<file path="config.mk">
export PLATFORM = sky130hd
export DESIGN_NAME = fixed_to_fp
export DESIGN_NICKNAME = d
export VERILOG_FILES = /design/src/rtl/fixed_to_fp.sv
export SDC_FILE = /design/constraint.sdc
export NUM_CORES = 1
export LEC_CHECK = 0
export CAP_MARGIN = 20
export CORE_MARGIN = 5
export CORE_UTILIZATION = 45
export CTS_CLUSTER_DIAMETER = 80
export CTS_CLUSTER_SIZE = 30
export DETAILED_ROUTE_END_ITERATION = 8
export GPL_TIMING_DRIVEN = 0
export PLACE_DENSITY = 0.73
export RECOVER_POWER = 25
export SYNTH_ARGS = -nofsm -noshare
export SYNTH_HDL_FRONTEND = slang
export SYNTH_SLANG_ARGS = --single-unit
</file>
<file path="constraint.sdc">
create_clock -name clk -period 2.1 [get_ports clk]
set_input_delay 0.42 -clock clk [delete_from_list [all_inputs] [get_ports clk]]
set_output_delay 0.42 -clock clk [all_outputs]
set_load 0.02 [all_outputs]
</file>
<file path="src/rtl/fixed_to_fp.sv">
// fixed_to_fp: signed fixed-point (WORD_LENGTH, FRAC_BITS) to IEEE-754 single.
// Ports: clk, reset (sync high), clk_en, start, dataa in; done pulse, result out.
// Conversion is exact. Normalisation shifts one bit per cycle by default.
// Define FIXED_TO_FP_BARREL_EN to normalise in one cycle with an LZC + barrel shift.
module fixed_to_fp #(
  parameter int WORD_LENGTH = 21,
  parameter int FRAC_BITS   = 19
) (
  input  logic                   clk,
  input  logic                   reset,
  input  logic                   clk_en,
  input  logic                   start,
  input  logic [WORD_LENGTH-1:0] dataa,
  output logic                   done,
  output logic [31:0]            result
);

  localparam int W     = WORD_LENGTH;
  localparam int EBIAS = 127 + W - 1 - FRAC_BITS;
  localparam int PAD   = 24 - W;
  localparam logic [W-1:0] ONE = W'(1);

  typedef enum logic [1:0] {
    IDLE,
    NORM,
    DONE
  } state_t;

  state_t       state_q;
  logic         sign_q;
  logic [W-1:0] mag_q;
  logic [4:0]   lz_q;
  logic         done_q;
  logic [31:0]  result_q;

  // Unsigned magnitude; the most negative input maps to 2^(W-1).
  logic [W-1:0] abs_d;
  assign abs_d = dataa[W-1] ? (~dataa + ONE) : dataa;

  // Normalised magnitude and its shift count as seen by the pack logic.
  logic [W-1:0] nmag_d;
  logic [4:0]   nlz_d;

`ifdef FIXED_TO_FP_BARREL_EN
  always_comb begin
    nlz_d = '0;
    for (int i = 0; i < W; i++) begin
      if (mag_q[i]) nlz_d = 5'(W - 1 - i);
    end
    nmag_d = mag_q << nlz_d;
  end
`else
  assign nmag_d = mag_q;
  assign nlz_d  = lz_q;
`endif

  // Hidden bit dropped, remaining bits left-aligned in the 23-bit field.
  logic [22:0] man_d;
  logic [7:0]  exp_d;
  logic [31:0] res_d;
  assign man_d = 23'(nmag_d[W-2:0]) << PAD;
  assign exp_d = 8'(EBIAS - int'(nlz_d));
  assign res_d = {sign_q, exp_d, man_d};

  always_ff @(posedge clk) begin
    if (reset) begin
      state_q  <= IDLE;
      sign_q   <= 1'b0;
      mag_q    <= '0;
      lz_q     <= '0;
      done_q   <= 1'b0;
      result_q <= '0;
    end else if (clk_en) begin
      done_q <= 1'b0;
      unique case (state_q)
        IDLE: begin
          if (start) begin
            sign_q  <= dataa[W-1];
            mag_q   <= abs_d;
            lz_q    <= '0;
            state_q <= NORM;
          end
        end
        NORM: begin
          if (mag_q == '0) begin
            result_q <= '0;
            state_q  <= DONE;
          end else if (nmag_d[W-1]) begin
            result_q <= res_d;
            mag_q    <= nmag_d;
            lz_q     <= nlz_d;
            state_q  <= DONE;
          end else begin
            mag_q <= mag_q << 1;
            lz_q  <= lz_q + 5'd1;
          end
        end
        DONE: begin
          done_q  <= 1'b1;
          state_q <= IDLE;
        end
        default: state_q <= IDLE;
      endcase
    end
  end

  assign done   = done_q;
  assign result = result_q;

endmodule
</file>
After elaboration in Yosys (flattened, before gate mapping)
Cells that the tools add are included.
Widths: inputs -> output; s select.

cells by class
  bitwise gates (word level) = 1
  equal/unequal tests = 6
  reductions and logical operators = 9
  add/sub/neg operators = 3
  muxes and demuxes = 16

operators with widths
  kind                   count
  $mux 21                4
  $mux 32                2
  $pmux 21 s2            1
  $add 21x1->21 const B  1
  $logic_not 21->1       1
  $not 21->21            1
  $mux 5                 3
  $pmux 5 s2             1
  $reduce_and 3->1       3
  $sub 8x5->8 const A    1
  $mux 2                 3
  $ne 2x2->1 const B     3
  $add 5x1->5 const B    1
  $reduce_and 5->1       1
  $pmux 2 s2             1
  $reduce_and 4->1       1
  $reduce_bool 2->1      2
  $ne 3x3->1 const B     1
  $eq 2x1->1 const B     1
  $eq 2x2->1 const B     1
  $logic_not 2->1        1
  $mux 1                 1

word-level totals
  input port bits = 25
  output and inout bits = 33
  flip-flop bits (word level) = 62

Longest topological paths before layout
  depth in word-level cells = 5
  mapped depth = 8
  mapped depth without buffers = 7

Worst setup path after synthesis
Ideal clock, no wire load.

  kind = in2reg
  start point = input port dataa[0]
  end point = register mag_q[20]
  data required time = 2021 ps
  slack = -69 ps
  data arrival time = 2090 ps
  buffers on the path = 1
  stages on the path = 7
  cells stage by stage = inv_1 > ha_1 > or4b_1 > buf_2 > or3_4 > o311a_1 > a211oi_2

on the way
  cells in the longest elaborated chain, start to end = 5

RTL lines
  item                    line  source
  start: declaration      13    input logic [WORD_LENGTH-1:0] dataa,
  $not 21->21             38    assign abs_d = dataa[W-1] ? (~dataa + ONE) : dataa;
  $add 21x1->21           38
  $mux 21                 38
  $mux 21                 77    if (start) begin
  $pmux 21 s2             75    unique case (state_q)
  end signal: assignment  79    mag_q <= abs_d;
  end signal: assignment  90    mag_q <= nmag_d;
  end signal: assignment  94    mag_q <= mag_q << 1;
  end: declaration        31    logic [W-1:0] mag_q;

Every way passes these cells. The select of a mux whose other input is x is not followed.
A chain may end at the register's enable or synchronous reset.

Worst setup path after layout
  start point = register mag_q[11]
  end point = register mag_q[8]

on the way
  cells in the longest elaborated chain, start to end = 3

RTL lines
  item                        line  source
  $logic_not 21->1            85    if (mag_q == '0) begin
  $ne 2x2->1 (no line)        n/a
  $reduce_and 5->1 (no line)  n/a

Every way passes these cells.

==> results.ini <==
[job]
drv_cap=0

[timing]
worst_slack_ns=-0.00381
worst_hold_slack_ns=0.458
max_slew_margin=0.513
rsz0062_at_grt=yes
drv_slew=0
fmax_mhz=475
finalCriticalPeriod_ns=2.10
finalCritPeriodShare=1.00
finalHoldViolations=0
setup_viol=2
skew_ns=0.00734
tightest_slew_ns=0.731

[min_path]
min_to=result[3]
holdPathStages=2
hold_path_class=flop to flop
min_from=result[3]

[die]
rows=30
core_mm2=0.00683
io_pins=58
start_util=0.467
die_area_mm2=0.00888
die_w_um=94.2
fp.dieH_um=94.2

[placement]
preCtsSetupSlack_ns=-0.939
hpwl_um=6730
portBuffers=53
place_congestion=0.854

[worst_setup_path]
worstSetupPathType=flop to flop
required_ns=2.38
reg2reg_to=mag_q[8]
setup.worst_path.start_class=flop
r2r_slack_ns=-0.004
r2r_start=mag_q[11]
max_stage_delay_ns=0.53
cp_max_fo=10
crit_chain=or4_4, o31a_1, a211oi_4, buf_6, buf_12, nand2_2, a21oi_2
endpoint_kind=flop
ff2ff_path_depth=7
cpMaxStageDelayCell=or4_4
arrival_ns=2.38

[synthesis]
synth.area.top_cells=dfxtp_1 37%, a21oi_1 6.1%, nand2_1 5.5%, o21ai_0 5.2%, mux2i_1 3.1%
synth_area_per_cell_um2=8.21
netlist_area_mm2=0.00319
synthSimpleGateAreaFrac=0.209
yosys.area_share.adder=0.0118
synth_area_leader_cell=dfxtp_1
yosys.area.top_type_share=0.370
synth.mux.area_fraction=0.0314
ys.flop_type=dfxtp_1
ys_seq_area_frac=0.370
synth-compound-area-share=0.267
synth_cell_types=61
synth-xor-area-share=0.0439
synth_top_family_by_area=compound AO/OA/AOI/OAI gates
ys_ff_latch=59
async_flop_share=0
syn_inst=389
synth-edff-count=0
ys.warnings.count=0

[pwr]
p_per_area_mw_per_mm2=723
ir_drop_uv=343
p_leak_nw=1.58

[cells_and_area]
diodes=0
syn2layout_area_growth_pct=34.8
fillers=619
multi_input_area_mm2=0.00197
nets=488
final_layout_size_suffix_gt1_frac=0.205
regArea_mm2=0.00118

[drt]
vias_per_cell=5.70
drt-total-wl_um=9500
wl_per_cell_um=17.0
ant_nets=0
firstDrtPassIters=4
num_vias=3191
route.detailed.drc=0
drt_iter0_drc=144

[outcome]
status=finished, violations left
violations=negative setup slack

[global_route]
grt_start_max_net_pins=11
first_global_vias=3114
track_usage=0.220
gr-total-overflow=0
antenna_found_initial=0
grt_pass1_wl_um=15200

[clocking]
htreeDepth=3
cts-root-buf=clkbuf_8
cts_tree=built
cts_buffer_depth=2
clk_pin_slew_worst_paths_ns=0.07
clk_latency_ns=0.35
numCtsBuffers=9
clock-sinks=59

[state kept, by name (all words and copies together) (netlist names)]
name / cells
mag_q: 21
done: 1
lz_q: 5
state_q: 2
sign_q: 1
result: 29
[worst max-delay path, delay by kind of cell, from the launching register on]
| family | cells | cell delay, ns |
|---|---|---|
| flops | 1 | 0.32 |
| simple gates | 2 | 0.59 |
| compound gates | 3 | 0.80 |
| buf+inv | 2 | 0.33 |
[kinds of logic after synthesis]
family,after synthesis
AOI/OAI and AO/OA,128
xor gates and xnor gates,16
adders and majority gates,3
buffers and inverters,42
DFF,59
muxes,10
other,1
and+or+nand+nor,130
[cell type report]
cell class,instances,area share
flip-flops and latches,59,0.275
repair buffers,63,0.142
clock buffers,11,0.0352
inverters,10,0.0137
multi-input cells,290,0.457
clock inverters,4,0.0116
well taps,96,0.0279
plain buffers,27,0.0381
[where the power goes]
group	switching (mW)	internal [mW]	total, mW
clock network	0.466	0.603	1.07
registers	0.0872	1.19	1.28
logic	0.454	0.315	0.768
total	1.01	2.11	3.11
[routing by layer]
layer | up-vias | wire, um | global-route usage
li1 | 1548 | - | -
met1 | 1509 | 4010 | 0.262
met2 | 110 | 4680 | 0.378
met3 | 24 | 584 | 0.0369
met4 | 0 | 229 | 0.112
met5 | - | 0 | 0
[cells in the mapped netlist, drive strengths merged, types with 4 or more instances]
cell type / n
or3: 12
inv: 8
nand3: 8
xor2: 10
nor3: 8
nor2b: 4
xnor2: 6
a211o: 8
a211oi: 4
nand2: 53
nor2: 22
o21ai: 33
a221oi: 4
clkbuf: 19
mux2i: 10
nand2b: 6
buf: 13
nor4: 7
dfxtp: 59
a21oi: 46
o41ai: 6
[repair_timing]
item	4_1_cts	5_1_grt
gates cloned	1	0
endpoints found under the setup margin	40	53
buffers inserted	5	4
pin swaps	8	10
hold buffers	0	0
gates resized for setup	35	22
[worst max-delay path by stage]
stage | endpoint | cells past startpoint | from | slack (ns)
CTS | mag_q[11] | 8 | dataa[7] | 0.002
global route | result[28] | 6 | mag_q[11] | -0.06
floorplan | mag_q[18] | 8 | dataa[1] | -0.02
detailed placement | mag_q[17] | 7 | dataa[1] | -0.94
finish | mag_q[8] | 7 | mag_q[11] | -0.004
global placement | mag_q[17] | 7 | dataa[1] | -0.86
[metrics by stage]
step | area (um^2) | TNS, ns | utilization | instances | power, mW
after floorplan | 3240 | -0.0235 | - | 391 | 1.75
after global placement | 3890 | -13.35 | 0.569 | 540 | 1.96
after detailed placement | 3890 | -14.86 | 0.569 | 540 | 1.97
after CTS | 4200 | 0 | 0.615 | 558 | 3.07
after global routing | 4300 | -0.791 | 0.630 | 560 | 3.25
final | 4300 | -0.00636 | 0.630 | 560 | 3.11
[placed cells by master (no fill, tap or decap), drive strengths merged, types with 10 or more instances in the layout]
cell and instances:
dfxtp 59, nand2 53, a21oi 46, o21ai 33, clkdlybuf4s50 29, clkbuf 26, buf 24, nor2 22
dlygate4sd3 13, or3 12, xor2 10, mux2i 10
Power figures use the tool's default switching activity.
